===== config.mk =====
export PLATFORM = sky130hd
export DESIGN_NAME = sdram_cmd_arbiter
export DESIGN_NICKNAME = d
export VERILOG_FILES = /design/src/rtl/sdram_cmd_arbiter.sv
export SDC_FILE = /design/constraint.sdc
export NUM_CORES = 1
export LEC_CHECK = 0
export CORE_MARGIN = 8
export CORE_UTILIZATION = 29
export CTS_CLUSTER_SIZE = 24
export DETAILED_ROUTE_END_ITERATION = 8
export PLACE_DENSITY = 0.86
export SYNTH_ARGS = -nofsm -noshare
export SYNTH_HDL_FRONTEND = slang
export SYNTH_SLANG_ARGS = --single-unit
export TNS_END_PERCENT = 100

===== constraint.sdc =====
create_clock -name clk -period 6.75 [get_ports clk]
set_input_delay 2.025 -clock clk [delete_from_list [all_inputs] [get_ports clk]]
set_output_delay 2.025 -clock clk [all_outputs]
set_load 0.05 [all_outputs]

===== src/rtl/sdram_cmd_arbiter.sv =====
`default_nettype none
// ============================================================================
//  Module      : sdram_cmd_arbiter
//  Description : Shares the SDRAM command/address/data pins between the init
//                sequencer, auto-refresh, burst-write and burst-read engines.
//                Fixed priority refresh > write > read, with a write-streak
//                limit so a pending read is eventually forced through.
//  Revision    : 1.0  initial release
// ============================================================================
module sdram_cmd_arbiter #(
    parameter int WR_STREAK_MAX = 4
) (
    input  logic        clk,
    input  logic        rstn,
    // init sequencer
    input  logic        init_end,
    input  logic [3:0]  init_cmd,
    input  logic [1:0]  init_ba,
    input  logic [12:0] init_addr,
    // auto-refresh engine
    input  logic        aref_req,
    input  logic        aref_end,
    input  logic [3:0]  aref_cmd,
    input  logic [1:0]  aref_ba,
    input  logic [12:0] aref_addr,
    // burst-write engine
    input  logic        wr_req,
    input  logic        wr_end,
    input  logic [3:0]  wr_cmd,
    input  logic [1:0]  wr_ba,
    input  logic [12:0] wr_addr,
    input  logic        wr_dq_oe,
    input  logic [15:0] wr_dq,
    // burst-read engine
    input  logic        rd_req,
    input  logic        rd_end,
    input  logic [3:0]  rd_cmd,
    input  logic [1:0]  rd_ba,
    input  logic [12:0] rd_addr,
    // grants
    output logic        aref_en,
    output logic        wr_en,
    output logic        rd_en,
    // SDRAM pins
    output logic        sdram_cke,
    output logic [3:0]  sdram_cmd,
    output logic [1:0]  sdram_ba,
    output logic [12:0] sdram_addr,
    output logic [15:0] sdram_dq_out,
    output logic        sdram_dq_oe
);

    localparam logic [2:0] c_ST_IDLE  = 3'd0;
    localparam logic [2:0] c_ST_ARBIT = 3'd1;
    localparam logic [2:0] c_ST_AREF  = 3'd2;
    localparam logic [2:0] c_ST_WRITE = 3'd3;
    localparam logic [2:0] c_ST_READ  = 3'd4;

    localparam logic [3:0]  c_STREAK_MAX = 4'(WR_STREAK_MAX);
    localparam logic [3:0]  c_NOP_CMD    = 4'b0111;
    localparam logic [1:0]  c_NOP_BA     = 2'b11;
    localparam logic [12:0] c_NOP_ADDR   = 13'h1FFF;

    logic [2:0] r_state;
    logic [2:0] w_state_nxt;
    logic [3:0] r_streak;

    // Next-state decision; a grant is only left on its own *_end pulse.
    always_comb begin
        w_state_nxt = r_state;
        case (r_state)
            c_ST_IDLE: begin
                if (init_end) w_state_nxt = c_ST_ARBIT;
            end
            c_ST_ARBIT: begin
                if (aref_req)                                w_state_nxt = c_ST_AREF;
                else if (rd_req && (r_streak == c_STREAK_MAX)) w_state_nxt = c_ST_READ;
                else if (wr_req)                             w_state_nxt = c_ST_WRITE;
                else if (rd_req)                             w_state_nxt = c_ST_READ;
            end
            c_ST_AREF: begin
                if (aref_end) w_state_nxt = c_ST_ARBIT;
            end
            c_ST_WRITE: begin
                if (wr_end) w_state_nxt = c_ST_ARBIT;
            end
            c_ST_READ: begin
                if (rd_end) w_state_nxt = c_ST_ARBIT;
            end
            default: w_state_nxt = c_ST_IDLE;
        endcase
    end

    // State register.
    always_ff @(posedge clk or negedge rstn) begin
        if (!rstn) r_state <= c_ST_IDLE;
        else       r_state <= w_state_nxt;
    end

    // Count writes granted while a read waits; any read grant resets the streak.
    always_ff @(posedge clk or negedge rstn) begin
        if (!rstn) begin
            r_streak <= 4'd0;
        end else if (r_state == c_ST_ARBIT) begin
            if (w_state_nxt == c_ST_WRITE) begin
                if (!rd_req)                        r_streak <= 4'd0;
                else if (r_streak >= c_STREAK_MAX)  r_streak <= c_STREAK_MAX;
                else                                r_streak <= r_streak + 4'd1;
            end else if (w_state_nxt == c_ST_READ) begin
                r_streak <= 4'd0;
            end
        end
    end

    // Command/address mux and DQ gating, decoded purely from the state register.
    always_comb begin
        sdram_cmd    = c_NOP_CMD;
        sdram_ba     = c_NOP_BA;
        sdram_addr   = c_NOP_ADDR;
        sdram_dq_out = 16'h0000;
        sdram_dq_oe  = 1'b0;
        case (r_state)
            c_ST_IDLE: begin
                sdram_cmd  = init_cmd;
                sdram_ba   = init_ba;
                sdram_addr = init_addr;
            end
            c_ST_AREF: begin
                sdram_cmd  = aref_cmd;
                sdram_ba   = aref_ba;
                sdram_addr = aref_addr;
            end
            c_ST_WRITE: begin
                sdram_cmd    = wr_cmd;
                sdram_ba     = wr_ba;
                sdram_addr   = wr_addr;
                sdram_dq_out = wr_dq;
                sdram_dq_oe  = wr_dq_oe;
            end
            c_ST_READ: begin
                sdram_cmd  = rd_cmd;
                sdram_ba   = rd_ba;
                sdram_addr = rd_addr;
            end
            default: ;
        endcase
    end

    assign aref_en   = (r_state == c_ST_AREF);
    assign wr_en     = (r_state == c_ST_WRITE);
    assign rd_en     = (r_state == c_ST_READ);
    assign sdram_cke = 1'b1;

endmodule
`default_nettype wire


# == Word level (Yosys, flattened, before mapping) ==
# Cells that the tools add are included.
# word_totals
ff_bits,7
word_cells,33
# classes
add_sub_neg,1
n_lt_le_gt_ge,1
n_eq_ne,7
mux,18
reduce_logical,4
# op_table
op,count
$pmux 13 s4,1
$mux 3,8
$mux 16,1
$mux 4,4
$pmux 4 s4,1
$pmux 3 s5,1
$eq 3x2->1 const B,3
$pmux 2 s4,1
$eq 3x3->1 const B,2
$add 4x1->4 const B,1
$eq 4x3->1 const B,1
$ge 4x3->1 const B,1
$eq 3x1->1 const B,1
$logic_not 3->1,1
$reduce_and 2->1,1
$reduce_bool 2->1,1
$logic_and 1x1->1,1
$mux 1,1

# == Depth between registers and ports, before layout ==
# Gate-level depths: netlist of run 1.
# depth
ltp_word,8
mapped_depth,7

# == Least setup slack after synthesis of run 1 ==
# Ideal clock, no wire load.
# synth_timing
path_type,input to output
from,input aref_cmd[3]
to,output sdram_cmd[3]
arrival_time_ns,3.294
path_slack_ns,1.431
path_stages,4
path_buffers,0
path_cell_list,mux2i_1 > nor2_1 > a21oi_1 > o21ai_0
# synth_between
elab_chain_len,1
# synth_rtl
element,line,source
from (decl),23,"input logic [3:0] aref_cmd,"
$pmux 4 s4,122,case (r_state)
to (decl),46,"output logic [3:0] sdram_cmd,"
# Every way passes these cells.

# == Final worst setup path of run 1 ==
# layout_timing
from,input init_addr[11]
to,output sdram_addr[11]
# layout_between
elab_chain_len,1
# layout_rtl
element,line,source
from (decl),19,"input logic [12:0] init_addr,"
$pmux 13 s4,122,
to (decl),48,"output logic [12:0] sdram_addr,"
# Every way passes these cells.

==> impl_metrics.yaml, run 1 <==
floorplanning:
  initial_core_util: 0.302
  ios: 142
  core_area_um2: 4000
  die_x_um: 80.6
  row_count: 23
  die_h_um: 80.6
  die-area_um2: 6490
setup_path:
  r2r-start: "r_state[0]"
  path_cells: "clkdlybuf4s50_1 > mux2_2 > o22a_1 > o22a_1 > clkdlybuf4s50_1"
  r2r_slack_ns: 4.11
  cp.arrival_ns: 3.79
  critPathKind: "in -> out"
  reg2reg_to: "r_streak[0]"
  cpPeakStageDelay_ns: 0.70
  crit_path_end_kind: "primary output"
  worstSetupStartpointType: "input pin"
  crit_start: "init_addr[11]"
  crit_required_ns: 4.72
  ff2ff_path_depth: 5
  slowest_stage: "clkdlybuf4s50_1"
  crit_end: "sdram_addr[11]"
  path_max_fanout: 1
place:
  place_hpwl_um: 5130
  portBuffers: 140
  dp_slack_ns: 0.929
  gp_congestion: 0.818
cts:
  cts_buffers: 3
  cts_sinks: 7
  clk_latency_ns: 0.23
  cts_max_level: 1
  path_clk_slew_ns: 0.04
  cts_setup_buffers: 0
  cts_tree: "built"
  postCtsHoldBufs: 0
  cts_resized: 0
  cts_root_buffer: "clkbuf_8"
  clockBufferDepth: 2
yosys:
  yosysWarnings: 0
  syn_area_um2: 1210
  syn_inst: 139
  synthesis.nets: 243
  yosysSeqAreaShare: 0.145
  yosys.area.top_type: "o22a_1"
  synth_flop_cell: "dfrtp_1"
  synth-edff-count: 0
  synth_seq_cells: 7
  synthArstFlopShare: 1.00
  yosysTopAreaCellShare: 0.261
  synth_area_per_cell_um2: 8.70
  yosysUniqueCellTypes: 33
  synth_area_leaders: "o22a_1, mux2_2, dfrtp_1, and2_1, nor2_1"
drt:
  routedWlPerCell_um: 19.3
  route.final.wire_length_um: 6210
  dr.pass1.iters: 4
  first_iter_violations: 33
  drc: 0
  via_per_inst: 5.02
  detail-route-antenna-nets: 0
  vias: 1611
sta:
  clock_skew_ns: 0.000103
  rsz0062_at_grt: "false"
  period_needed_ns: 5.81
  fin_crit_sh: 0.861
  drv_slew: 0
  layout_setup_ws_ns: 0.938
  worstMarginPinSlew_ns: 0.893
  setup_violations: 0
  hold_viol: 0
  max_slew_margin: 0.405
  fmax_mhz: 172
  tns_ns: 0
global_routing:
  grt_max_degree: 28
  grt_use_total: 0.181
  grt_overflow: 0
  grt_pass1_vias: 1625
  grt_pass1_wl_um: 9320
  antenna_found_initial: 0
power:
  p_leak_nw: 1.00
  ir_drop_mv: 0.187
  powerDensity_nw_per_um2: 406
final_layout:
  fillerInstances: 339
  layout_common_cells: "clkdlybuf4s50_1, o22a_1, mux2_2"
  final_nets: 376
  area_growth_pct: 120
  diodes: 0
  drive_gt1_frac: 0.111
  layout_commonest_cell: "clkdlybuf4s50_1"
hold_path:
  hold_path.class: "reg -> reg"
  hold_depth: 1
job:
  max-cap-violations: 0
status:
  status: "finished, final reports clean"
## registers in the layout (all words and copies together) (netlist names)
signal    count
r_streak      4
r_state       3
## worst min path at each step
stage / startpoint / to / slack [ns]
3_5_place_dp: r_streak[1] / r_streak[1] / 0.53
4_1_cts: r_streak[1] / r_streak[1] / 0.54
5_1_grt: r_streak[1] / r_streak[1] / 0.56
6_report: r_streak[1] / r_streak[1] / 0.53
3_3_place_gp: r_streak[1] / r_streak[1] / 0.52
2_1_floorplan: r_streak[1] / r_streak[1] / 0.50
## final cells by class
cell class,instances,area (um^2),area share
sequential,7,175,0.0658
clock buffer,4,45.0,0.0169
timing repair buffer,142,1420,0.532
inverter,5,18.8,0.00705
tap,50,62.6,0.0235
multi-input combinational,113,946,0.355
## critical path: cells and delay by family
kind	cells	cell delay, ns
AO/OA/AOI/OAI	2	0.40
buffers and inverters	2	1.11
multiplexers	1	0.26
## metrics by stage
step | util | instance area [um^2] | power (mW) | instances | hold slack, ns
after floorplan | - | 1210 | 0.731 | 139 | 0.500
after global placement | 0.655 | 2620 | 1.02 | 317 | 0.523
after detailed placement | 0.655 | 2620 | 1.03 | 317 | 0.528
after CTS | 0.666 | 2660 | 1.09 | 321 | 0.537
after global routing | 0.666 | 2660 | 1.14 | 321 | 0.564
final | 0.666 | 2660 | 1.08 | 321 | 0.533
## metal layers
metal	part of all wire	global-route usage	wire length [um]
met5	0	0	0
met4	0.012	0.0455	74
met3	0.085	0.0435	529
met2	0.50	0.329	3130
met1	0.40	0.203	2470
## cell usage after synthesis, types with 2 or more instances
master / count
o32a_1: 2
buf_1: 2
a22o_1: 2
dfrtp_1: 7
buf_2: 2
nor3b_1: 2
nor2_1: 8
inv_1: 5
and2_1: 18
mux2i_1: 2
nand2b_1: 2
ha_1: 2
clkbuf_1: 7
o22a_1: 36
nand2_1: 4
mux2_2: 20
buf_4: 2
## where the power goes
group,total (mW),switching (mW),internal (mW),leakage (nW)
clock,0.0589,0.0181,0.0408,0.0228
sequential,0.106,0.0505,0.0551,0.0908
combinational,0.916,0.530,0.386,0.890
## cell families after synthesis
| group | count (synthesis) | share of synthesized area |
|---|---|---|
| compound gates | 48 | 0.344 |
| flops | 7 | 0.145 |
| mux | 22 | 0.203 |
| fa+ha+maj | 2 | 0.0207 |
| buf+inv | 19 | 0.0734 |
| simple gates | 40 | 0.211 |
| other cells | 1 | 0.00310 |
Note: power is estimated with default switching activity, not from simulation.
==> inputs of run 2 (changes only) <==
--- a/config.mk
+++ b/config.mk
@@ -9,6 +9,7 @@
 export CORE_UTILIZATION = 29
 export CTS_CLUSTER_SIZE = 24
 export DETAILED_ROUTE_END_ITERATION = 8
+export MAX_ROUTING_LAYER = met4
 export PLACE_DENSITY = 0.86
 export SYNTH_ARGS = -nofsm -noshare
 export SYNTH_HDL_FRONTEND = slang
==> constraint.sdc (replaced) <==
create_clock -name clk -period 7.2 [get_ports clk]
set_input_delay 2.16 -clock clk [delete_from_list [all_inputs] [get_ports clk]]
set_output_delay 2.16 -clock clk [all_outputs]
set_load 0.05 [all_outputs]
==> run 2 against run 1 <==
  * Non-clock buffer count unchanged
  * Largest cell class unchanged
  * Sequential share of layout area unchanged
  * Highest routed layer unchanged
  * Clock-buffer cell count unchanged
  * Flip-flop and latch count unchanged
  * Critical endpoint unchanged
  * Routed wire length down 0.43%
  * Utilization unchanged
  * Critical path type unchanged
==> impl_metrics.yaml, run 2 (same netlist as run 1, synthesis figures left out) <==
final_layout:
  final_cells: 321
  layout_commonest_cell: "clkdlybuf4s50_1"
  final_area_um2: 2660
  layout_common_cells: "clkdlybuf4s50_1, o22a_1, mux2_2"
  final_nets: 376
  drive_gt1_frac: 0.111
  final_util: 0.666
  diodes: 0
  top_regs: "r_streak: 4 flops, r_state: 3 flops"
  largest_reg_flops: 4
  area_growth_pct: 120
  top_register: "r_streak"
power:
  ir_drop_mv: 0.177
  p_leak_nw: 1.00
  report.power.total_mw: 1.01
  powerDensity_nw_per_um2: 379
drt:
  via_per_inst: 4.95
  vias: 1588
  route.final.wire_length_um: 6180
  dr.pass1.iters: 4
  routedWlPerCell_um: 19.3
  drc: 0
  detail-route-antenna-nets: 0
  first_iter_violations: 51
setup_path:
  crit_required_ns: 5.04
  crit_path_end_kind: "primary output"
  slowest_stage: "clkdlybuf4s50_1"
  worstSetupStartpointType: "input pin"
  ff2ff_path_depth: 5
  path_cells: "clkdlybuf4s50_1 > mux2_2 > o22a_1 > o22a_1 > clkdlybuf4s50_1"
  crit_buf_inv: 2
  cp.arrival_ns: 3.94
  cpPeakStageDelay_ns: 0.70
  path_max_fanout: 1
  crit_family: "buffers and inverters"
  path_depth: 5
  critPathKind: "in -> out"
  r2r-start: "r_state[0]"
  crit_start: "init_addr[11]"
sta:
  setup_violations: 0
  period_needed_ns: 6.10
  drv_slew: 0
  max_slew_margin: 0.415
  hold_viol: 0
  fmax_mhz: 164
  tns_ns: 0
  worstMarginPinSlew_ns: 0.878
  clock_skew_ns: 0.000598
  fin_crit_sh: 0.847
  holdWs_ns: 0.565
  layout_setup_ws_ns: 1.10
  rsz0062_at_grt: "false"
floorplanning:
  die-area_um2: 6490
  die_x_um: 80.6
  core_area_um2: 4000
  initial_core_util: 0.302
  ios: 142
  row_count: 23
  die_h_um: 80.6
hold_path:
  hold_depth: 1
  hold_path.class: "reg -> reg"
  hold_start: "r_streak[1]"
global_routing:
  grt_max_degree: 28
  grt_pass1_vias: 1582
  grt_use_total: 0.181
  antenna_found_initial: 0
  grt_pass1_wl_um: 9070
  grt_overflow: 0
cts:
  cts_buffers: 3
  cts_max_level: 1
  cts_root_buffer: "clkbuf_8"
  postCtsHoldBufs: 0
  cts_resized: 0
  cts_setup_buffers: 0
  clk_latency_ns: 0.22
  clockBufferDepth: 2
  path_clk_slew_ns: 0.04
  cts_tree: "built"
  cts_sinks: 7
place:
  gp_congestion: 0.825
  place_hpwl_um: 5190
  dp_slack_ns: 1.09
  postPlaceCellArea_um2: 2620
  dp.cells: 317
  portBuffers: 140
status:
  status: "finished, final reports clean"
job:
  max-cap-violations: 0
## run 2: power breakdown
group          internal [mW]  switching (mW)
Clock                 0.0382          0.0154
Sequential            0.0517          0.0479
Combinational          0.362           0.496
## run 2: path summary, 6_finish.rpt
kind | to | slack, ns
worst max-delay path | sdram_addr[11] | 1.10
worst min-delay path | r_streak[1] | 0.56
worst max register to register | r_streak[0] | 4.60
worst min register to register | r_streak[1] | 0.56
max in group asynchronous | r_state[0] | 4.77
min in group asynchronous | r_streak[0] | 2.20
## run 2: per-layer routing
layer / track usage / part of all wire / routed length, um / vias to the layer above
met5: - / 0 / 0 / -
met4: 0.0218 / 0.0013 / 8 / 0
met3: 0.0391 / 0.084 / 519 / 2
met2: 0.338 / 0.53 / 3300 / 69
met1: 0.193 / 0.38 / 2360 / 724
li1: - / - / - / 793
## run 2: final cells by class
| cell class | instances | area [um^2] |
|---|---|---|
| Timing Repair Buffer | 142 | 1420 |
| Inverter | 5 | 18.8 |
| Clock buffer | 4 | 45.0 |
| Tap cell | 50 | 62.6 |
| Sequential cell | 7 | 175 |
| Fill cell | 343 | 1340 |
| Multi-Input combinational cell | 113 | 946 |
## run 2: worst register-to-register path: cells and delay by family, from the launching register on
| family | cells | cell delay (ns) |
|---|---|---|
| AND/OR/NAND/NOR | 2 | 0.92 |
| AO/OA/AOI/OAI | 2 | 0.39 |
| multiplexers | 1 | 0.29 |
| flip-flops | 1 | 0.89 |
==> RTL edit 1 (config.mk and constraints of run 2) <==
Register the input `aref_cmd` before use, without a reset. The logic sees it one clock later. The other inputs are not delayed to match.
--- a/src/rtl/sdram_cmd_arbiter.sv
+++ b/src/rtl/sdram_cmd_arbiter.sv
@@ -62,2 +62,8 @@
     localparam logic [12:0] c_NOP_ADDR   = 13'h1FFF;
+
+    logic [3:0] aref_cmd_q;
+
+    always_ff @(posedge clk) begin
+        aref_cmd_q <= aref_cmd;
+    end
 
@@ -128,3 +134,3 @@
             c_ST_AREF: begin
-                sdram_cmd  = aref_cmd;
+                sdram_cmd  = aref_cmd_q;
                 sdram_ba   = aref_ba;
Function: changed (Yosys sat finds a counterexample within 4 cycles, from zero or initial values and one cycle with rstn low).
==> RTL edit 1 against run 2 <==
Setup slack lost 0.0054 ns. Synthesized cell count grew 7.2%. Critical path depth is the same. Highest routed layer unchanged. Clock power grew 12%. Final area grew 2.6%. Total power shrank 2.4%. Sequential cell count grew 4. Combinational power shrank 8.0%. Fmax is essentially flat. Synthesized area grew 7.2%. Routed wire length shrank 1.6%. Via count grew 5.4%.
==> RTL edit 1: results (changes against run 2) <==
The worst setup path startpoint is aref_ba[1] (was init_addr[11]). The routability congestion estimate from global placement is 0.858 (was 0.825). The met3 capacity usage during global routing is 3.81% (was 3.91%).

The headroom to the max-slew limit is 29.4% (was 41.5%). The routed length on met1 came out at 2570 um (was 2360 um). The global-route wire length before repair is 9720 um (was 9070 um). The met1 capacity usage during global routing is 19.1% (was 19.3%). The pin count of the biggest net entering global routing was 27 (was 28). The number of global-route vias before repair came out at 1778 (was 1582). The met3 wire length is 367 um (was 519 um). The portion of the post-synthesis area used by sequential elements came out at 19.7% (was 14.5%). The static leakage is 1.05 nW (was 1.00 nW). The synthesized netlist net count came out at 253 (was 243). The number of filler cells placed in the layout is 371 (was 343).

The number of cells on the worst hold path is 2 (was 1). The fraction of registers with async set/reset came out at 63.6% (was 100%). Synth area leaders: o22a_1 25%, mux2_1 15%, dfrtp_1 14% (was o22a_1 26%, mux2_2 19%, dfrtp_1 14%). The total length of routed met2 wires came out at 3130 um (was 3300 um).

Run status: finished, final reports clean (unchanged). The post-placement cell area came out at 2690 um^2 (was 2620 um^2). The final routed wire length divided by cell count is 18.4 um (was 19.3 um). Regs by FF count: aref_cmd_q x4, r_streak x4, r_state x3 (was r_streak x4, r_state x3). The worst-case vdd ir drop came out at 0.227 mV (was 0.177 mV). The violation count after the first detailed-routing iteration was 52 (was 51). The end point of the critical path is sdram_ba[1] (was sdram_addr[11]). Cell types with the highest counts after synthesis: 37 x o22a_1, 18 x and2_1, 17 x mux2_1 (was 36 x o22a_1, 20 x mux2_2, 18 x and2_1). The number of optimization iterations in the first detailed-route pass came out at 4 (unchanged). The HPWL reported at the end of detailed placement is 4960 um (was 5190 um). The met2 track demand over resource in global routing is 31.4% (was 33.8%). The mean number of vias per cell came out at 5.05 (was 4.95).

The count of distinct cell types in the synthesized netlist is 36 (was 33). The number of nets in the layout is 384 (was 376). The largest clock skew in the final design is 0.00211 ns (was 0.000598 ns). The depth of the worst register-to-register path was 4 (was 5). The global routing usage summed across all routing layers is 17.1% (was 18.1%).
[RTL edit 1: power groups by stage]
stage	Clock [mW]	Combinational, mW	Sequential (mW)
after floorplan	0	0.589	0.0863
after global placement	0	0.782	0.139
after detailed placement	0	0.789	0.139
after CTS	0.0618	0.794	0.138
after global routing	0.0648	0.829	0.144
final	0.0598	0.789	0.138
[RTL edit 1: worst min path at each step]
stage,endpoint,slack (ns)
after floorplan,r_streak[1],0.51
after CTS,r_streak[0],0.57
after global placement,r_streak[0],0.54
final,r_streak[0],0.57
after global routing,r_streak[1],0.61
after detailed placement,r_streak[1],0.56
[RTL edit 1: metrics by stage]
step	setup WS (ns)	instances	util, %	hold WS [ns]
2_1_floorplan	2.00	149	-	0.512
3_5_place_dp	1.08	327	62.2	0.560
4_1_cts	1.08	331	63.2	0.569
6_report	1.10	331	63.2	0.569
3_3_place_gp	1.08	327	62.2	0.543
5_1_grt	1.01	331	63.2	0.609
[RTL edit 1: area by class of cell]
class                      count  share of cell area [%]
tap                           52                    2.38
sequential                    11                    9.34
inverter                       8                    1.10
multi-input combinational    116                    34.3
timing repair buffer         140                    51.3
clock buffer                   4                    1.65
[RTL edit 1: worst min-delay path, cell delays in order, from the launching register on]
cell and delay, ns:
dfrtp_1 0.40, nand2_1 0.07, o21ai_1 0.06
[RTL edit 1: logic make-up (layout without fill, tap and decap cells)]
kind of cell / Yosys count / count (layout) / share of synthesized area, %
compound gates: 53 / 53 / 34.4
simple gates: 39 / 39 / 17.6
buf+inv: 22 / 152 / 8.10
mux: 21 / 21 / 17.9
flops: 11 / 11 / 19.7
fa+ha+maj: 2 / 2 / 1.93
other cells: 1 / 1 / 0.289
==> RTL edit 2 (config.mk and constraints of run 2) <==
Without the edit above. Make the reset (`rstn`) synchronous in 2 clocked blocks.
--- a/src/rtl/sdram_cmd_arbiter.sv
+++ b/src/rtl/sdram_cmd_arbiter.sv
@@ -94,3 +94,3 @@
     // State register.
-    always_ff @(posedge clk or negedge rstn) begin
+    always_ff @(posedge clk) begin
         if (!rstn) r_state <= c_ST_IDLE;
@@ -100,3 +100,3 @@
     // Count writes granted while a read waits; any read grant resets the streak.
-    always_ff @(posedge clk or negedge rstn) begin
+    always_ff @(posedge clk) begin
         if (!rstn) begin
Formal check against the unedited RTL: differs if rstn is asserted again (counterexample within 4 cycles, from zero or initial values and one cycle with rstn low); with rstn held inactive, the same outputs for 10 cycles.
==> RTL edit 2 against run 2 <==
Routed wire length is 4.3% higher. Count of clock-buffer cells in the layout stayed put. Sequential cell count unchanged. Utilization shrank 0.70 points. Highest routed layer unchanged. Synthesized cell count up 12%. Setup slack gained 0.0099 ns. Via count is 12% higher. Global-route usage is 1.2 points higher. Final area is 0.38% higher. Critical endpoint is now sdram_addr[9]. Sequential share of layout area shrank 1.3 points. Critical path type unchanged. Synthesized area up 2.4%.
Power is left out: it rests on default switching activity, and per cell area and clock period it moved more than threefold.
==> RTL edit 2: results (changes against run 2) <==
The port buffer count is 140 (unchanged). The portion of the post-synthesis area used by sequential elements is 11.3% (was 14.5%). The number of warnings issued by yosys came to 0 (unchanged).

The HPWL reported at the end of detailed placement came out at 5210 um (was 5190 um). The main flop type after synthesis was dfxtp_1 (was dfrtp_1). The met3 capacity usage during global routing came out at 5.74% (was 3.91%). The number of optimization iterations in the first detailed-route pass came out at 5 (was 4).

The slew at the pin closest to its max-slew limit is 1.13 ns (was 0.878 ns). The number of levels in the clock H-tree came out at 1 (unchanged). The fraction of registers with async set/reset is 0% (was 100%). The violation count after the first detailed-routing iteration came out at 104 (was 51). The cell at the slowest stage of the critical path is clkdlybuf4s50_1 (unchanged). The arrival time of the worst setup path is 3.93 ns (was 3.94 ns). The fraction of layout cells with a size suffix above 1 was 9.86% (was 11.1%). The post-CTS setup buffer count was 0 (unchanged). The global routing usage summed across all routing layers is 19.3% (was 18.1%). The post-detailed-routing wire length is 6450 um (was 6180 um). Synth area leaders: o22a_1 25%, mux2_2 16%, dfxtp_1 11% (was o22a_1 26%, mux2_2 19%, dfrtp_1 14%). The initial antenna violation count is 0 (unchanged). The number of antenna diodes is 0 (unchanged). The pin count of the biggest net entering global routing came to 50 (was 28). The source-to-sink clock delay at the later pin of the worst-skew pair came out at 0.22 ns (about the same). The critical path's top delay family was buffers and inverters (unchanged).

The highest fanout seen on the critical path came out at 1 (unchanged). The startpoint of the tightest hold check path is r_streak[0] (was r_streak[1]). The number of buffers added by the clock tree synthesis step came to 3 (unchanged). The number of buffers on the longest clock path is 2 (unchanged). The count of distinct cell types in the synthesized netlist is 41 (was 33). The synthesized netlist net count came to 260 (was 243). The met2 track demand over resource in global routing is 34.7% (was 33.8%). The global-route wire length before repair is 9700 um (was 9070 um). The depth of the worst register-to-register path is 4 (was 5). The slack of the worst reg-to-reg path is 4.84 ns (was 4.60 ns). The maximum cell stage delay along the critical path came out at 0.70 ns (about the same). Regs by FF count: r_streak x4, r_state x3 (unchanged).

The critical register-to-register path endpoint is r_streak[0] (unchanged). The largest clock skew in the final design is 0.000698 ns (was 0.000598 ns). The reg-to-reg startpoint was r_state[2] (was r_state[0]).

The root cell of the clock tree was clkbuf_8 (unchanged). The number of filler cells placed in the layout came to 325 (was 343). The destination of the worst hold path is r_streak[0] (was r_streak[1]). Cell types with the highest counts after synthesis: 36 x o22a_1, 18 x mux2_2, 17 x and3_1 (was 36 x o22a_1, 20 x mux2_2, 18 x and2_1). The met1 capacity usage during global routing came out at 19.7% (was 19.3%). The clock-pin transition on the worst setup and hold timing paths came out at 0.04 ns (about the same). The number of gates given a new drive strength after cts came out at 0 (unchanged). The number of global-route vias before repair came out at 1867 (was 1582). The number of nets in the layout came out at 389 (was 376). The routability congestion estimate from global placement is 0.881 (was 0.825). The number of cells on the worst hold path came to 1 (unchanged).

The routed via count came to 1783 (was 1588). The final total negative setup slack came out at 0 ns (unchanged). Run status: finished, final reports clean (unchanged).

The post-detailed-route DRC marker count is 0 (unchanged). The classification of the worst-slack hold path is flop to flop (unchanged).
-- RTL edit 2: routing by layer --
metal / share of wire, % / vias to the layer above
met5: 0 / -
li1: - / 856
met1: 38 / 800
met4: 2.1 / 0
met3: 10 / 12
met2: 50 / 115
-- RTL edit 2: worst max-delay path by stage --
stage,from,depth (start not counted),end
6_report,init_addr[9],5,sdram_addr[9]
5_1_grt,init_addr[8],5,sdram_addr[8]
4_1_cts,aref_addr[8],5,sdram_addr[8]
3_5_place_dp,init_addr[9],5,sdram_addr[9]
3_3_place_gp,aref_addr[11],5,sdram_addr[11]
2_1_floorplan,aref_cmd[3],4,sdram_cmd[3]
-- RTL edit 2: per-stage QoR --
stage          setup slack [ns]  area [um^2]  hold slack [ns]  cells
6_report                   1.11         2670            0.488    334
5_1_grt                    1.06         2670            0.502    334
4_1_cts                    1.13         2670            0.484    334
3_5_place_dp               1.13         2630            0.461    330
3_3_place_gp               1.15         2630            0.451    330
2_1_floorplan              1.62         1240            0.435    156
-- RTL edit 2: logic make-up (layout without fill, tap and decap cells) --
kind of cell	Yosys count	in the layout	synth area share (%)
mux	20	20	18.0
fa+ha+maj	2	2	2.02
simple gates	48	48	23.7
compound gates	54	54	35.9
flops	7	7	11.3
other cells	1	1	0.303
buf+inv	24	152	8.79
-- RTL edit 2: worst register-to-register path, delay by kind of cell (launching register included) --
family | cells | cell delay, ns
flip-flops | 1 | 0.67
AND/OR/NAND/NOR | 1 | 0.72
AO/OA/AOI/OAI | 3 | 0.85
-- RTL edit 2: cell type report --
cell class / instances / area, um^2 / share of cell area, %
timing repair buffer: 141 / 1410 / 52.7
multi-input combinational: 125 / 990 / 37.0
sequential: 7 / 141 / 5.29
tap: 50 / 62.6 / 2.34
clock buffer: 4 / 45.0 / 1.68
inverter: 7 / 26.3 / 0.983
